## config.mk

```make
export PLATFORM = sky130hd
export DESIGN_NAME = rr_grant_arbiter8_flat
export DESIGN_NICKNAME = d
export VERILOG_FILES = /design/src/rtl/rr_grant_arbiter8_if.sv /design/src/rtl/rr_grant_arbiter8.sv /design/src/flat_wrapper.sv
export SDC_FILE = /design/constraint.sdc
export NUM_CORES = 1
export LEC_CHECK = 0
export ABC_CLOCK_PERIOD_IN_PS = 4500
export BUFFER_PORTS_ARGS = -buffer_cell sky130_fd_sc_hd__buf_2
export CORE_MARGIN = 2
export CORE_UTILIZATION = 30
export DETAILED_ROUTE_END_ITERATION = 10
export PLACE_DENSITY = 0.52
export SLEW_MARGIN = 20
export SYNTH_ARGS = -nofsm -noshare
export SYNTH_HDL_FRONTEND = slang
export SYNTH_SLANG_ARGS = --single-unit
```

## constraint.sdc

```tcl
create_clock -name clk -period 4.5 [get_ports clk]
set_clock_uncertainty 0.2 [all_clocks]
set_input_delay 0 -clock clk [delete_from_list [all_inputs] [get_ports clk]]
set_output_delay 0 -clock clk [all_outputs]
set_load 0.03 [all_outputs]
```

## src/rtl/rr_grant_arbiter8_if.sv

```systemverilog
// Bundles the requester-facing handshake of the 8-way round-robin arbiter.
// Latency: none, wires only.
// Backpressure: none; req is held by each requester until it no longer wants the resource.
//
// Signals:
//   req     requester -> arbiter  8  per-requester request, held while ownership is wanted
//   mask    requester -> arbiter  8  per-requester enable; eligible only when req & mask
//   gnt     arbiter -> requester  8  registered one-hot grant, zero when there is no owner
//   gnt_id  arbiter -> requester  3  index of the current owner, meaningful while gnt_vld
//   gnt_vld arbiter -> requester  1  high while any grant line is asserted
//   preempt arbiter -> requester  1  one-cycle pulse after an owner is forcibly removed
//   busy    arbiter -> requester  1  high whenever the arbiter is not idle
interface rr_grant_arbiter8_if;
    logic [7:0] req;
    logic [7:0] mask;
    logic [7:0] gnt;
    logic [2:0] gnt_id;
    logic       gnt_vld;
    logic       preempt;
    logic       busy;

    // Requester side drives req/mask and observes the grant.
    modport master (
        output req, mask,
        input  gnt, gnt_id, gnt_vld, preempt, busy
    );

    // Arbiter side.
    modport slave (
        input  req, mask,
        output gnt, gnt_id, gnt_vld, preempt, busy
    );
endinterface

```

## src/rtl/rr_grant_arbiter8.sv

```systemverilog
// 8-way round-robin arbiter with lock-until-release, max-hold preemption and a dead gap between owners.
// Latency: eligible request before edge n gives a registered grant after edge n.
// Backpressure: owner keeps the grant while requesting; others wait, and may preempt only after MAX_HOLD cycles.
//
// Ports:
//   clk    rising-edge clock
//   rst_n  asynchronous active-low reset
//   bus    rr_grant_arbiter8_if.slave: req/mask in, gnt/gnt_id/gnt_vld/preempt/busy out
module rr_grant_arbiter8 #(
    parameter int unsigned MAX_HOLD   = 16,   // 1..255
    parameter int unsigned GAP_CYCLES = 1     // 1..15
) (
    input  logic                 clk,
    input  logic                 rst_n,
    rr_grant_arbiter8_if.slave   bus
);

    localparam logic [7:0] MAX_HOLD_C = 8'(MAX_HOLD);
    localparam logic [3:0] GAP_C      = 4'(GAP_CYCLES);

    typedef enum logic [1:0] {
        IDLE  = 2'd0,
        GRANT = 2'd1,
        GAP   = 2'd2
    } state_t;

    state_t     state_q, state_d;
    logic [7:0] gnt_q, gnt_d;
    logic [2:0] gnt_id_q, gnt_id_d;
    logic       gnt_vld_q, gnt_vld_d;
    logic       preempt_q, preempt_d;
    logic       busy_q, busy_d;
    logic [7:0] hold_cnt_q, hold_cnt_d;
    logic [3:0] gap_cnt_q, gap_cnt_d;
    logic [2:0] last_q, last_d;

    logic [7:0] elig;
    logic       win_found;
    logic [2:0] win_id;
    logic [2:0] cand;

    assign elig = bus.req & bus.mask;

    // Rotating priority search: start just after the last owner and wrap.
    // The eighth candidate is last_q itself, so a lone previous owner can still win.
    always_comb begin
        win_found = 1'b0;
        win_id    = 3'd0;
        cand      = 3'd0;
        for (int i = 1; i <= 8; i++) begin
            cand = last_q + 3'(i);
            if (!win_found && elig[cand]) begin
                win_found = 1'b1;
                win_id    = cand;
            end
        end
    end

    always_comb begin
        state_d    = state_q;
        gnt_d      = gnt_q;
        gnt_id_d   = gnt_id_q;
        gnt_vld_d  = gnt_vld_q;
        preempt_d  = 1'b0;
        hold_cnt_d = hold_cnt_q;
        gap_cnt_d  = gap_cnt_q;
        last_d     = last_q;

        case (state_q)
            IDLE: begin
                if (win_found) begin
                    state_d    = GRANT;
                    gnt_id_d   = win_id;
                    gnt_d      = 8'h01 << win_id;
                    gnt_vld_d  = 1'b1;
                    hold_cnt_d = 8'd1;
                end
            end

            GRANT: begin
                // A dropped request or cleared mask is a release and takes
                // priority over preemption, so preempt stays low in that case.
                if (!elig[gnt_id_q] ||
                    ((hold_cnt_q == MAX_HOLD_C) && ((elig & ~gnt_q) != 8'h00))) begin
                    state_d   = GAP;
                    gnt_d     = 8'h00;
                    gnt_vld_d = 1'b0;
                    last_d    = gnt_id_q;
                    gap_cnt_d = 4'd1;
                    preempt_d = elig[gnt_id_q];
                end else if (hold_cnt_q != MAX_HOLD_C) begin
                    hold_cnt_d = hold_cnt_q + 8'd1;
                end
            end

            GAP: begin
                if (gap_cnt_q >= GAP_C) begin
                    if (win_found) begin
                        state_d    = GRANT;
                        gnt_id_d   = win_id;
                        gnt_d      = 8'h01 << win_id;
                        gnt_vld_d  = 1'b1;
                        hold_cnt_d = 8'd1;
                    end else begin
                        state_d = IDLE;
                    end
                end else begin
                    gap_cnt_d = gap_cnt_q + 4'd1;
                end
            end

            default: begin
                state_d   = IDLE;
                gnt_d     = 8'h00;
                gnt_vld_d = 1'b0;
            end
        endcase

        busy_d = (state_d != IDLE);
    end

    always_ff @(posedge clk or negedge rst_n) begin
        if (!rst_n) begin
            state_q    <= IDLE;
            gnt_q      <= 8'h00;
            gnt_id_q   <= 3'd0;
            gnt_vld_q  <= 1'b0;
            preempt_q  <= 1'b0;
            busy_q     <= 1'b0;
            hold_cnt_q <= 8'd0;
            gap_cnt_q  <= 4'd0;
            last_q     <= 3'd7;
        end else begin
            state_q    <= state_d;
            gnt_q      <= gnt_d;
            gnt_id_q   <= gnt_id_d;
            gnt_vld_q  <= gnt_vld_d;
            preempt_q  <= preempt_d;
            busy_q     <= busy_d;
            hold_cnt_q <= hold_cnt_d;
            gap_cnt_q  <= gap_cnt_d;
            last_q     <= last_d;
        end
    end

    assign bus.gnt     = gnt_q;
    assign bus.gnt_id  = gnt_id_q;
    assign bus.gnt_vld = gnt_vld_q;
    assign bus.preempt = preempt_q;
    assign bus.busy    = busy_q;

endmodule

```

## src/flat_wrapper.sv

```systemverilog
// flat-port wrapper written by rule: the top's interface ports become plain ports
module rr_grant_arbiter8_flat 
#(
    parameter int unsigned MAX_HOLD   = 16,            
    parameter int unsigned GAP_CYCLES = 1             
)
  (clk, rst_n, bus_req, bus_mask, bus_gnt, bus_gnt_id, bus_gnt_vld, bus_preempt, bus_busy);
  rr_grant_arbiter8_if bus_i ();
  input  logic clk;
  input  logic rst_n;
  input wire logic [$bits(bus_i.req)-1:0] bus_req;
  input wire logic [$bits(bus_i.mask)-1:0] bus_mask;
  output wire logic [$bits(bus_i.gnt)-1:0] bus_gnt;
  output wire logic [$bits(bus_i.gnt_id)-1:0] bus_gnt_id;
  output wire logic [$bits(bus_i.gnt_vld)-1:0] bus_gnt_vld;
  output wire logic [$bits(bus_i.preempt)-1:0] bus_preempt;
  output wire logic [$bits(bus_i.busy)-1:0] bus_busy;
  assign bus_i.req = bus_req;
  assign bus_i.mask = bus_mask;
  assign bus_gnt = bus_i.gnt;
  assign bus_gnt_id = bus_i.gnt_id;
  assign bus_gnt_vld = bus_i.gnt_vld;
  assign bus_preempt = bus_i.preempt;
  assign bus_busy = bus_i.busy;
  rr_grant_arbiter8 #(.MAX_HOLD(MAX_HOLD), .GAP_CYCLES(GAP_CYCLES)) u_core (.clk(clk), .rst_n(rst_n), .bus(bus_i));
endmodule
```

# Word level (Yosys, flattened, before mapping)

Cells that the tools add are included.

Register bits after elaboration: 31
Input port bits: 18
Word-level logic and storage cells: 129

Add/subtract/negate cells: 9
$lt $le $gt $ge: 10
Equal/unequal tests: 9
Shift operators: 1
Mux-type cells: 60
Bitwise logic cells: 3
Reduce and logical (&&, ||, !) cells: 28

Operators with widths:

| kind                  | number |
|---|---|
| $mux W8               | 7 |
| $pmux W8 S3           | 2 |
| $lt A3 B4 Y1 const B  | 9 |
| $mux W3               | 10 |
| $bmux W1 S3           | 9 |
| $mux W1               | 23 |
| $and A8 B8 Y8         | 2 |
| $add A3 B3 Y3 const B | 4 |
| $add A8 B1 Y8 const B | 1 |
| $eq A8 B5 Y1 const B  | 1 |
| $logic_and A1 B1 Y1   | 8 |
| $logic_not A1 Y1      | 8 |
| $mux W4               | 2 |
| $ne A8 B5 Y1 const B  | 1 |
| $not A8 Y8            | 1 |
| $pmux W4 S2           | 1 |
| $reduce_bool A8 Y1    | 1 |
| $shl A1 B3 Y8 const A | 1 |
| $add A3 B2 Y3 const B | 2 |
| $mux W2               | 3 |
| $ne A2 B1 Y1 const B  | 3 |
| $pmux W2 S3           | 1 |
| $pmux W3 S2           | 1 |
| $reduce_and A2 Y1     | 3 |
| 13 further kinds      | 16 |

# Logic depth before layout (Yosys ltp)

Gate-level depths: netlist (run 1).

Word-level depth: 29
Mapped depth: 12

# Worst setup path after synthesis (run 1)

No wires, ideal clock.

Kind: reg2reg
From: register u_core.last_q[1]
To: register u_core.hold_cnt_q[0]
Setup time: 0.125 ns
Arrival: 3.309 ns
Required time: 4.175 ns
Path slack: 0.866 ns
Cell stages (with the launch flop): 12
Path buffers: 3
Period minus slack after synthesis: 3.634 ns
Cell sequence: dfstp_2 > clkbuf_1 > clkinv_1 > ha_1 > clkbuf_1 > inv_2 > mux4_2 > and4b_4 > a211o_1 > buf_2 > nand2_1 > mux2_2

Cells in the longest elaborated chain, start to end: 28

RTL lines:

| item                          | RTL line                 | text |
|---|---|---|
| start: declaration            | rr_grant_arbiter8.sv:35  | `logic [2:0] last_q, last_d;` |
| start signal: assignment      | rr_grant_arbiter8.sv:142 | `last_q <= last_d;` |
| $add A3 B1 Y3                 | rr_grant_arbiter8.sv:51  | `cand = last_q + 3'(i);` |
| $bmux W1 S3                   | rr_grant_arbiter8.sv:52  | `if (!win_found && elig[cand]) begin` |
| $mux W1 (implied by the code) | rr_grant_arbiter8.sv:52  |  |
| $mux W1                       | rr_grant_arbiter8.sv:52  |  |
| $logic_not A1 Y1              | rr_grant_arbiter8.sv:52  |  |
| $logic_and A1 B1 Y1           | rr_grant_arbiter8.sv:52  |  |
| $mux W1                       | rr_grant_arbiter8.sv:52  |  |
| $logic_not A1 Y1              | rr_grant_arbiter8.sv:52  |  |
| (+12 left out)                | --                       |  |
| $logic_and A1 B1 Y1           | rr_grant_arbiter8.sv:52  |  |
| $mux W1                       | rr_grant_arbiter8.sv:52  |  |
| $logic_not A1 Y1              | rr_grant_arbiter8.sv:52  |  |
| $logic_and A1 B1 Y1           | rr_grant_arbiter8.sv:52  |  |
| $mux W1 *                     | rr_grant_arbiter8.sv:52  |  |
| $mux W8 *                     | --                       |  |
| $mux W8                       | --                       |  |
| $pmux W8 S3 *                 | --                       |  |
| end signal: assignment        | rr_grant_arbiter8.sv:140 | `hold_cnt_q <= hold_cnt_d;` |
| end: declaration              | rr_grant_arbiter8.sv:33  | `logic [7:0] hold_cnt_q, hold_cnt_d;` |

Every way passes the cells marked *; elsewhere a longest branch is shown, timed or not. The select of a mux whose other input is x is not followed.
A chain may end at the register's enable or synchronous reset.

# Final worst setup path (run 1)

From: register u_core.last_q[1]
To: register u_core.hold_cnt_q[6]

Same word-level chain as after synthesis.

==> results of run 1 <==
[sequential cells by signal, summed over array words and instances, names as in the netlist]
name                cells
u_core.state_q          2
u_core.last_q           3
u_core.bus.busy         1
u_core.hold_cnt_q       8
u_core.bus.gnt          8
u_core.bus.gnt_id       3
u_core.bus.gnt_vld      1
u_core.bus.preempt      1
u_core.gap_cnt_q        4
[layer usage]
| layer | up-vias | track usage, % | part of all wire, % |
|---|---|---|---|
| li1 | 1080 | - | - |
| met1 | 1097 | 23.9 | 44 |
| met2 | 73 | 27.7 | 48 |
| met3 | 16 | 1.74 | 6.4 |
| met4 | 0 | 6.04 | 2.0 |
| met5 | - | 0 | 0 |
[critical path: stages (launching register included)]
cell and delay (ns):
dfstp_2 0.75, clkinv_1 0.31, ha_1 0.48, inv_2 0.22, mux4_2 0.57, and3_1 0.26
a211oi_2 0.26, buf_4 0.22, o21ai_1 0.08, or3_1 0.35, a21oi_1 0.15
[kinds of logic (layout without fill, tap and decap cells)]
kind of cell,Yosys count,in the layout,synth area share [%]
simple gates,91,91,17.8
compound gates,86,86,25.2
flops,31,31,31.4
buf+inv,22,54,3.82
mux,20,20,14.8
xor+xnor,9,9,3.47
fa+ha+maj,7,7,3.52
[layout by cell type (no fill, tap or decap), types with 8 or more instances in the layout]
master / count
dfrtp_1: 28
nor2_1: 23
o31ai_1: 8
mux4_2: 13
buf_2: 31
nand2_1: 30
o21ai_0: 13
nand3_1: 10
a21oi_1: 9
[through the flow]
stage / worst slack [ns] / instance area, um^2
6_report: 0.592 / 2850
5_1_grt: 0.310 / 2850
4_1_cts: 0.594 / 2850
3_5_place_dp: 0.636 / 2740
3_3_place_gp: 0.701 / 2740
2_1_floorplan: 0.866 / 2490
[worst paths after layout]
| check | to | depth (start not counted) | startpoint | slack, ns |
|---|---|---|---|---|
| worst max-delay path | u_core.hold_cnt_q[6] | 10 | u_core.last_q[1] | 0.59 |
| worst min-delay path | u_core.hold_cnt_q[6] | 2 | rst_n | 0.1 |
| worst max register to register | u_core.hold_cnt_q[6] | 10 | u_core.last_q[1] | 0.59 |
| worst min register to register | u_core.gap_cnt_q[3] | 1 | u_core.gap_cnt_q[3] | 0.30 |
| max in group asynchronous | u_core.bus.gnt[1] | 2 | rst_n | 3.57 |
| min in group clk | u_core.gap_cnt_q[3] | 1 | u_core.gap_cnt_q[3] | 0.30 |
[repair_timing]
item | CTS | global route
setup endpoints to repair | 0 | 0
hold buffers | 1 | 0
hold endpoints to repair | 31 | 0
[final cells by class]
type / count / area [um^2]
Tap cell: 105 / 131
Inverter: 11 / 41.3
Multi-Input combinational cell: 213 / 1610
Sequential cell: 31 / 779
Fill cell: 829 / 5280
Timing Repair Buffer: 35 / 188
Clock buffer: 8 / 100
[power by group through the flow]
stage	sequential (uW)	combinational [uW]	clock (uW)
final	485	1500	243
after global routing	501	1660	257
after CTS	486	1500	246
after detailed placement	491	1490	0
after global placement	490	1490	0
after floorplan	496	1110	0
==> results.md, run 1 <==
- Die area: around 0.0090 mm^2
- Worst EP required: 4.51 ns
- Root Driver: clkbuf_8
- Final Net Count: 322
- Vias in the first global route: 2349
- Slew @ Worst Pin: 0.736 ns
- Final Util: 35.1%
- Flops & latches, synth: 31
- Avg Cell Area, Syn: 9.35 um^2
- Fin Hold WS: 0.0952 ns
- Setup Fix Bufs, Post-CTS: 0
- CTS tree: done
- Post-Syn Instances: approximately 270
- Slew HR: 50.3%
- F_max: ~260 MHz
- Finished Layout Cells: about 400
- Number of diodes: 0
- Initial antenna violation count: 0
- First-pass GRT wire length: 12.0 mm
- Comb power frac: 67.4%
- Placed insts: 394
- Initial Util: 30.6%
- Internal power: 1100 uW
- Largest net degree at the start of global routing: 32
- Core Region: approximately 0.008 mm^2
- Most instantiated cells after synthesis: 30 x nand2_1, 28 x dfrtp_1, 23 x nor2_1
- Drt pass-1 iters: 4
- Routed length per instance: 17.7 um
- H-tree depth: 2
- Clock transition at the registers of the reported paths: 0.07 ns
- Worst VDD drop: 304 uV
- CTS Buf Count: 5
- DR vias: 2266
- Top-area cell type share of the netlist area: between 20 and 30%
- DR iter-0 viols: 119
- Final worst path period need: 3.91 ns
- CP max FO: 20
- Mapped Area: 0.00249 mm^2
- Main area contributors after synthesis: dfrtp_1 28%, mux4_2 12%, nand2_1 4.5%
- Synthesis-to-finish area growth: 14.7%
- Drc violations: 0
- CP Data Arrival Time: 3.92 ns
- Post-Route WL: 7.12 mm
- Final Hold Viols: 0
- Post-synth EDFFs: 0
- Slew Limit Fails: 0
- Post-synthesis sequential area ratio: 31.4%
- Worst setup SP type: flop
- PwrDens: 782 mW/mm^2
- Routability cong.: 0.890
- Vias per inst: approximately 5.6
- Die Ht: 95.0 um
- Top-count cell post-synth: nand2_1
- Switching part of the total power: 50.7%
- HP Class: in -> async
- Synth cell types: 59
- Clock Power Share: between 10% and 20%
- Setup TNS: 0 ns
- Unrepaired setup endpoints after global routing: no
- Kind of critical path: reg -> reg
- Rows: 33
- Sw Pwr: 1130 uW
- Overall power: ~2200 uW
- Run status: finished, final reports clean
- # IOs: 32
- Ys async rst share: 100%
- Yosys top cell by area: dfrtp_1
- Fraction of layout cells with a size suffix above 1: 23.8%
- Max-Cap Viols: 0
- Total grt overflow: 0
- Yosys warns: 0
- Syn Nets: just under 300
- Lkg Pwr: between 0.001 and 0.0015 uW
- Nature of the critical path endpoint: flop
- Worst-Skew Late Latency: slightly below 0.3 ns
- Fin crit share: 86.8%
- PostCTS Resize Cnt: 0
- Seq pwr share: 21.7%
- DRT antenna net count: 0
- Setup violators final: 0
- Synth Flop Type: dfrtp_1
- Dpl hpwl: 5.28 mm
- Clock buffer depth: 2
- Die span in x: approximately 95 um
- GR Util All Layers: 17.1%
- IO buf count: 31
- Clock sink count: 31
No activity file was read; power rests on OpenSTA's default activity.
==> run 2: changes to the inputs <==
- CORE_ASPECT_RATIO: not set -> 1.4
- HOLD_SLACK_MARGIN: not set -> 0.05
- PLACE_DENSITY: 0.52 -> 0.45
==> results.md, run 2 (same netlist as run 1, synthesis figures left out) <==
- Worst VDD drop: 315 uV
- GR Util All Layers: 17.5%
- Setup violators final: 0
- Worst path bufs/invs: 2
- Setup Fix Bufs, Post-CTS: 0
- Drc violations: 0
- Die area: ~0.0090 mm^2
- Lkg Pwr: about 0.0012 uW
- CP max FO: 20
- Total grt overflow: 0
- Synthesis-to-finish area growth: 16.5%
- Vias per inst: 5.71
- PwrDens: about 800 mW/mm^2
- Fin crit share: 91.2%
- Internal power: 1180 uW
- Family with the most delay on the worst path: compound AO/OA/AOI/OAI gates
- DR vias: 2285
- HP Class: in -> async
- Fin area: around 0.0029 mm^2
- Final worst path period need: 4.10 ns
- Comb power frac: 65.1%
- Post-layout worst setup margin: approximately 0.4 ns
- Most frequent cells in the layout: 31 x buf_2, 30 x nand2_1, 28 x dfrtp_1
- Clock sink count: 31
- Fin Hold WS: between 0.1 and 0.15 ns
- Final Net Count: approximately 320
- Metal-1 WL: 3.00 mm
- Root Driver: clkbuf_16
- PostCTS Resize Cnt: 0
- Dpl hpwl: 5.77 mm
- Top routing layer in use: met4
- Die Ht: 112 um
- Number of diodes: 0
- Slowest stage delay, CP: between 0.7 and 0.8 ns
- Hold Buf Count CTS: 1
- Die span in x: between 80 and 90 um
- IO buf count: 31
- Initial Util: 30.7%
- Clock transition at the registers of the reported paths: 0.05 ns
- Routability cong.: 0.866
- Worst EP required: 4.50 ns
- Switching part of the total power: just under 50%
- Final Util: 35.7%
- First-pass GRT wire length: 12.2 mm
- Final Hold Viols: 0
- Kind of critical path: reg -> reg
- Routed length per instance: 19.0 um
- CP Data Arrival Time: 4.10 ns
- Post-Route WL: 7.60 mm
- DRT antenna net count: 0
- Routed wl met2: 4.03 mm
- DR iter-0 viols: 117
- # IOs: 32
- Unrepaired setup endpoints after global routing: no
- F_max: ~240 MHz
- Slew Limit Fails: 0
- Nature of the critical path endpoint: flop
- Worst setup SP type: flop
- Initial antenna violation count: 0
- H-tree depth: 2
- Commonest non-fill, non-tap cell in the layout: buf_2
- Place WS: 0.415 ns
- CP Cell Sequence: clkinv_1 > ha_1 > inv_2 > mux4_2 > and3_1 > a211oi_2 > o21ai_1 > or3_1 > a21oi_1
- Setup TNS: 0 ns
- Slew HR: 49.2%
- Core Region: 0.00810 mm^2
- CTS tree: done
- Vias in the first global route: 2300
- Fill cells: 890
- CTS Buf Count: 5
- CP max stage cell: dfstp_2
- Placed inst area: 0.00274 mm^2
- Clock Power Share: 14.4%
- Worst-Skew Late Latency: 0.27 ns
- Rows: 39
- Sw Pwr: 1160 uW
- Register area: between 700 and 800 um^2
- Drt pass-1 iters: 4
- Seq pwr share: 20.5%
- Slew @ Worst Pin: 0.761 ns
- Clock buffer depth: 2
- Routed wl met3: 277 um
- Fraction of layout cells with a size suffix above 1: 23.8%
- Largest net degree at the start of global routing: 32
- Run status: finished, final reports clean
- Max-Cap Viols: 0
- Multi-input logic area: about 0.0016 mm^2
run 2: metal layers:
layer | vias up | GRT usage [%]
li1 | 1088 | -
met1 | 1118 | 19.7
met2 | 58 | 31.2
met3 | 21 | 2.19
met4 | 0 | 9.15
met5 | - | 0
run 2: layout make-up:
| type | instances | share of cell area, % |
|---|---|---|
| Sequential cell | 31 | 26.9 |
| Timing Repair Buffer | 35 | 6.48 |
| Tap cell | 102 | 4.41 |
| Clock inverter | 1 | 0.173 |
| Multi-Input combinational cell | 213 | 55.7 |
| Inverter | 11 | 1.43 |
| Clock buffer | 7 | 4.93 |
run 2: final timing paths:
check                      slack, ns                   end                 from  cells after the start
max in group asynchronous       3.50   u_core.gap_cnt_q[2]                rst_n                      2
setup / recovery                0.40  u_core.hold_cnt_q[6]     u_core.last_q[1]                      9
min in group clk                0.30   u_core.gap_cnt_q[3]  u_core.gap_cnt_q[3]                      1
hold reg to reg                 0.30   u_core.gap_cnt_q[3]  u_core.gap_cnt_q[3]                      1
setup reg to reg                0.40  u_core.hold_cnt_q[6]     u_core.last_q[1]                      9
hold / removal                  0.13     u_core.bus.gnt[3]                rst_n                      2
run 2: per-stage QoR:
stage / std cells / power, uW
after floorplan: 266 / 1600
after global placement: 391 / 2010
after detailed placement: 391 / 1990
after CTS: 400 / 2340
after global routing: 400 / 2520
final: 400 / 2340
run 2: power by group through the flow:
stage	clock [uW]	combinational (uW)	sequential, uW
finish	337	1520	479
global route	351	1670	497
CTS	344	1520	481
detailed placement	0	1510	484
global placement	0	1520	486
floorplan	0	1110	496
==> run 3: changes to the inputs <==
- CORE_UTILIZATION: 30 -> 58
- PLACE_DENSITY: 0.45 -> 0.78
==> results.md, run 3 (same netlist as run 1, synthesis figures left out) <==
- Commonest non-fill, non-tap cell in the layout: buf_2
- Final Net Count: 321
- Drt pass-1 iters: 5
- Setup Fix Bufs, Post-CTS: 0
- Die Ht: 81.5 um
- H-tree depth: 2
- Clock transition at the registers of the reported paths: 0.07 ns
- DR iter-0 viols: 178
- Nature of the critical path endpoint: flop
- CP max FO: 20
- DR vias: between 2k and 2.5k
- Dpl hpwl: 5.14 mm
- Worst EP required: about 4.5 ns
- Post-Route WL: approximately 7 mm
- Fill cells: between 300 and 400
- Max-Cap Viols: 0
- CP Data Arrival Time: 3.89 ns
- HP Class: in -> async
- Post-layout worst setup margin: 0.604 ns
- Fin crit share: 86.6%
- Run status: finished, final reports clean
- CP max stage cell: dfstp_2
- Most frequent cells in the layout: 31 x buf_2, 30 x nand2_1, 28 x dfrtp_1
- Reg2reg setup slack: 0.60 ns
- Fraction of layout cells with a size suffix above 1: 23.9%
- Worst setup SP type: flop
- Slew HR: 50.8%
- Fin Hold WS: 0.0892 ns
- Die area: 0.00483 mm^2
- Routability cong.: 1.05
- GR Util All Layers: around 32%
- CTS Buf Count: 5
- Clock sink count: 31
- Vias in the first global route: 2399
- Hold Buf Count CTS: 1
- Place WS: around 0.67 ns
- F_max: 257 MHz
- Finished Layout Cells: between 300 and 400
- Register area: 779 um^2
- PwrDens: 808 mW/mm^2
- Number of diodes: 0
- Kind of critical path: reg -> reg
- Worst path bufs/invs: 2
- Setup violators final: 0
- Initial Util: 59.6%
- Family with the most delay on the worst path: flip-flops
- Slew Limit Fails: 0
- Multi-input logic area: 0.00161 mm^2
- # IOs: 32
- PostCTS Resize Cnt: 0
- Root Driver: clkbuf_8
- Setup TNS: 0 ns
- Slew @ Worst Pin: between 0.7 and 0.8 ns
- Final Hold Viols: 0
- CP Cell Sequence: clkinv_1 > ha_1 > inv_2 > mux4_2 > and4b_4 > a21oi_1 > o21ai_1 > nand2_1 > o31ai_1
- Worst reg2reg path startpoint: u_core.last_q[1]
- Slowest stage delay, CP: slightly below 0.8 ns
- Largest net degree at the start of global routing: 32
- R2R cell count: 9
- Fin area: roughly 0.0028 mm^2
- Placed inst area: 0.00266 mm^2
- Die span in x: 59.3 um
- First-pass GRT wire length: 11.6 mm
- Worst-Skew Late Latency: around 0.29 ns
- Final worst path period need: 3.90 ns
- Clock buffer depth: 2
- Total grt overflow: 0
- Placed insts: 333
- DRT antenna net count: 0
- Initial antenna violation count: 0
- Unrepaired setup endpoints after global routing: no
- Vias per inst: 6.95
- IO buf count: 31
- Drc violations: 0
- Reg-to-reg endpoint: u_core.bus.gnt[4]
- CTS tree: done
- Core Region: 0.00417 mm^2
- Synthesis-to-finish area growth: 12.1%
- Worst VDD drop: 479 uV
- Lkg Pwr: 0.00121 uW
- Rows: 28
- Routed length per instance: 20.5 um
==> run 3: cell types whose count changed in the layout (fill, tap and decap cells not counted) <==
| cell | delta |
|---|---|
| bufinv_16 | +1 |
| buf_4 | -1 |
| clkbuf_1 | -1 |
| clkbuf_16 | -5 |
| clkbuf_8 | +5 |
==> run 3: metal layers <==
| layer | routed length (um) | up-vias | GRT usage [%] |
|---|---|---|---|
| met5 | 0 | - | 0 |
| met2 | 3620 | 112 | 56.0 |
| met4 | 361 | 0 | 19.5 |
| met3 | 402 | 32 | 5.51 |
| met1 | 2620 | 1154 | 35.9 |
| li1 | - | 1079 | - |
==> run 3: worst max path at each step <==
stage | cells past startpoint | from | slack [ns] | to
after floorplan | 11 | u_core.last_q[1] | 0.87 | u_core.hold_cnt_q[0]
after global placement | 8 | u_core.last_q[1] | 0.76 | u_core.hold_cnt_q[0]
after detailed placement | 10 | u_core.last_q[1] | 0.67 | u_core.hold_cnt_q[6]
after CTS | 8 | u_core.last_q[1] | 0.66 | u_core.hold_cnt_q[0]
after global routing | 9 | u_core.last_q[1] | 0.34 | u_core.bus.gnt[7]
final | 9 | u_core.last_q[1] | 0.60 | u_core.bus.gnt[4]
==> run 3: stage by stage <==
stage               util [%]  total power, uW
floorplan                  -             1600
global placement        63.8             1920
detailed placement      63.8             1920
CTS                     66.8             2220
global route            66.8             2390
finish                  66.8             2250
==> run 3: report_power, final <==
part           total (uW)  internal (uW)  leakage, uW  switching, uW
logic                1480            575     0.000754            909
clock network         284            179    0.0000612            105
registers             483            367     0.000396            116
==> run 3: area by class of cell <==
cell class,count,share of cell area [%]
Multi-Input combinational cell,213,57.8
Sequential cell,31,28.0
Timing Repair Buffer,34,6.47
Clock buffer,6,2.96
Tap cell,45,2.02
Inverter,11,1.48
Clock inverter,2,1.26
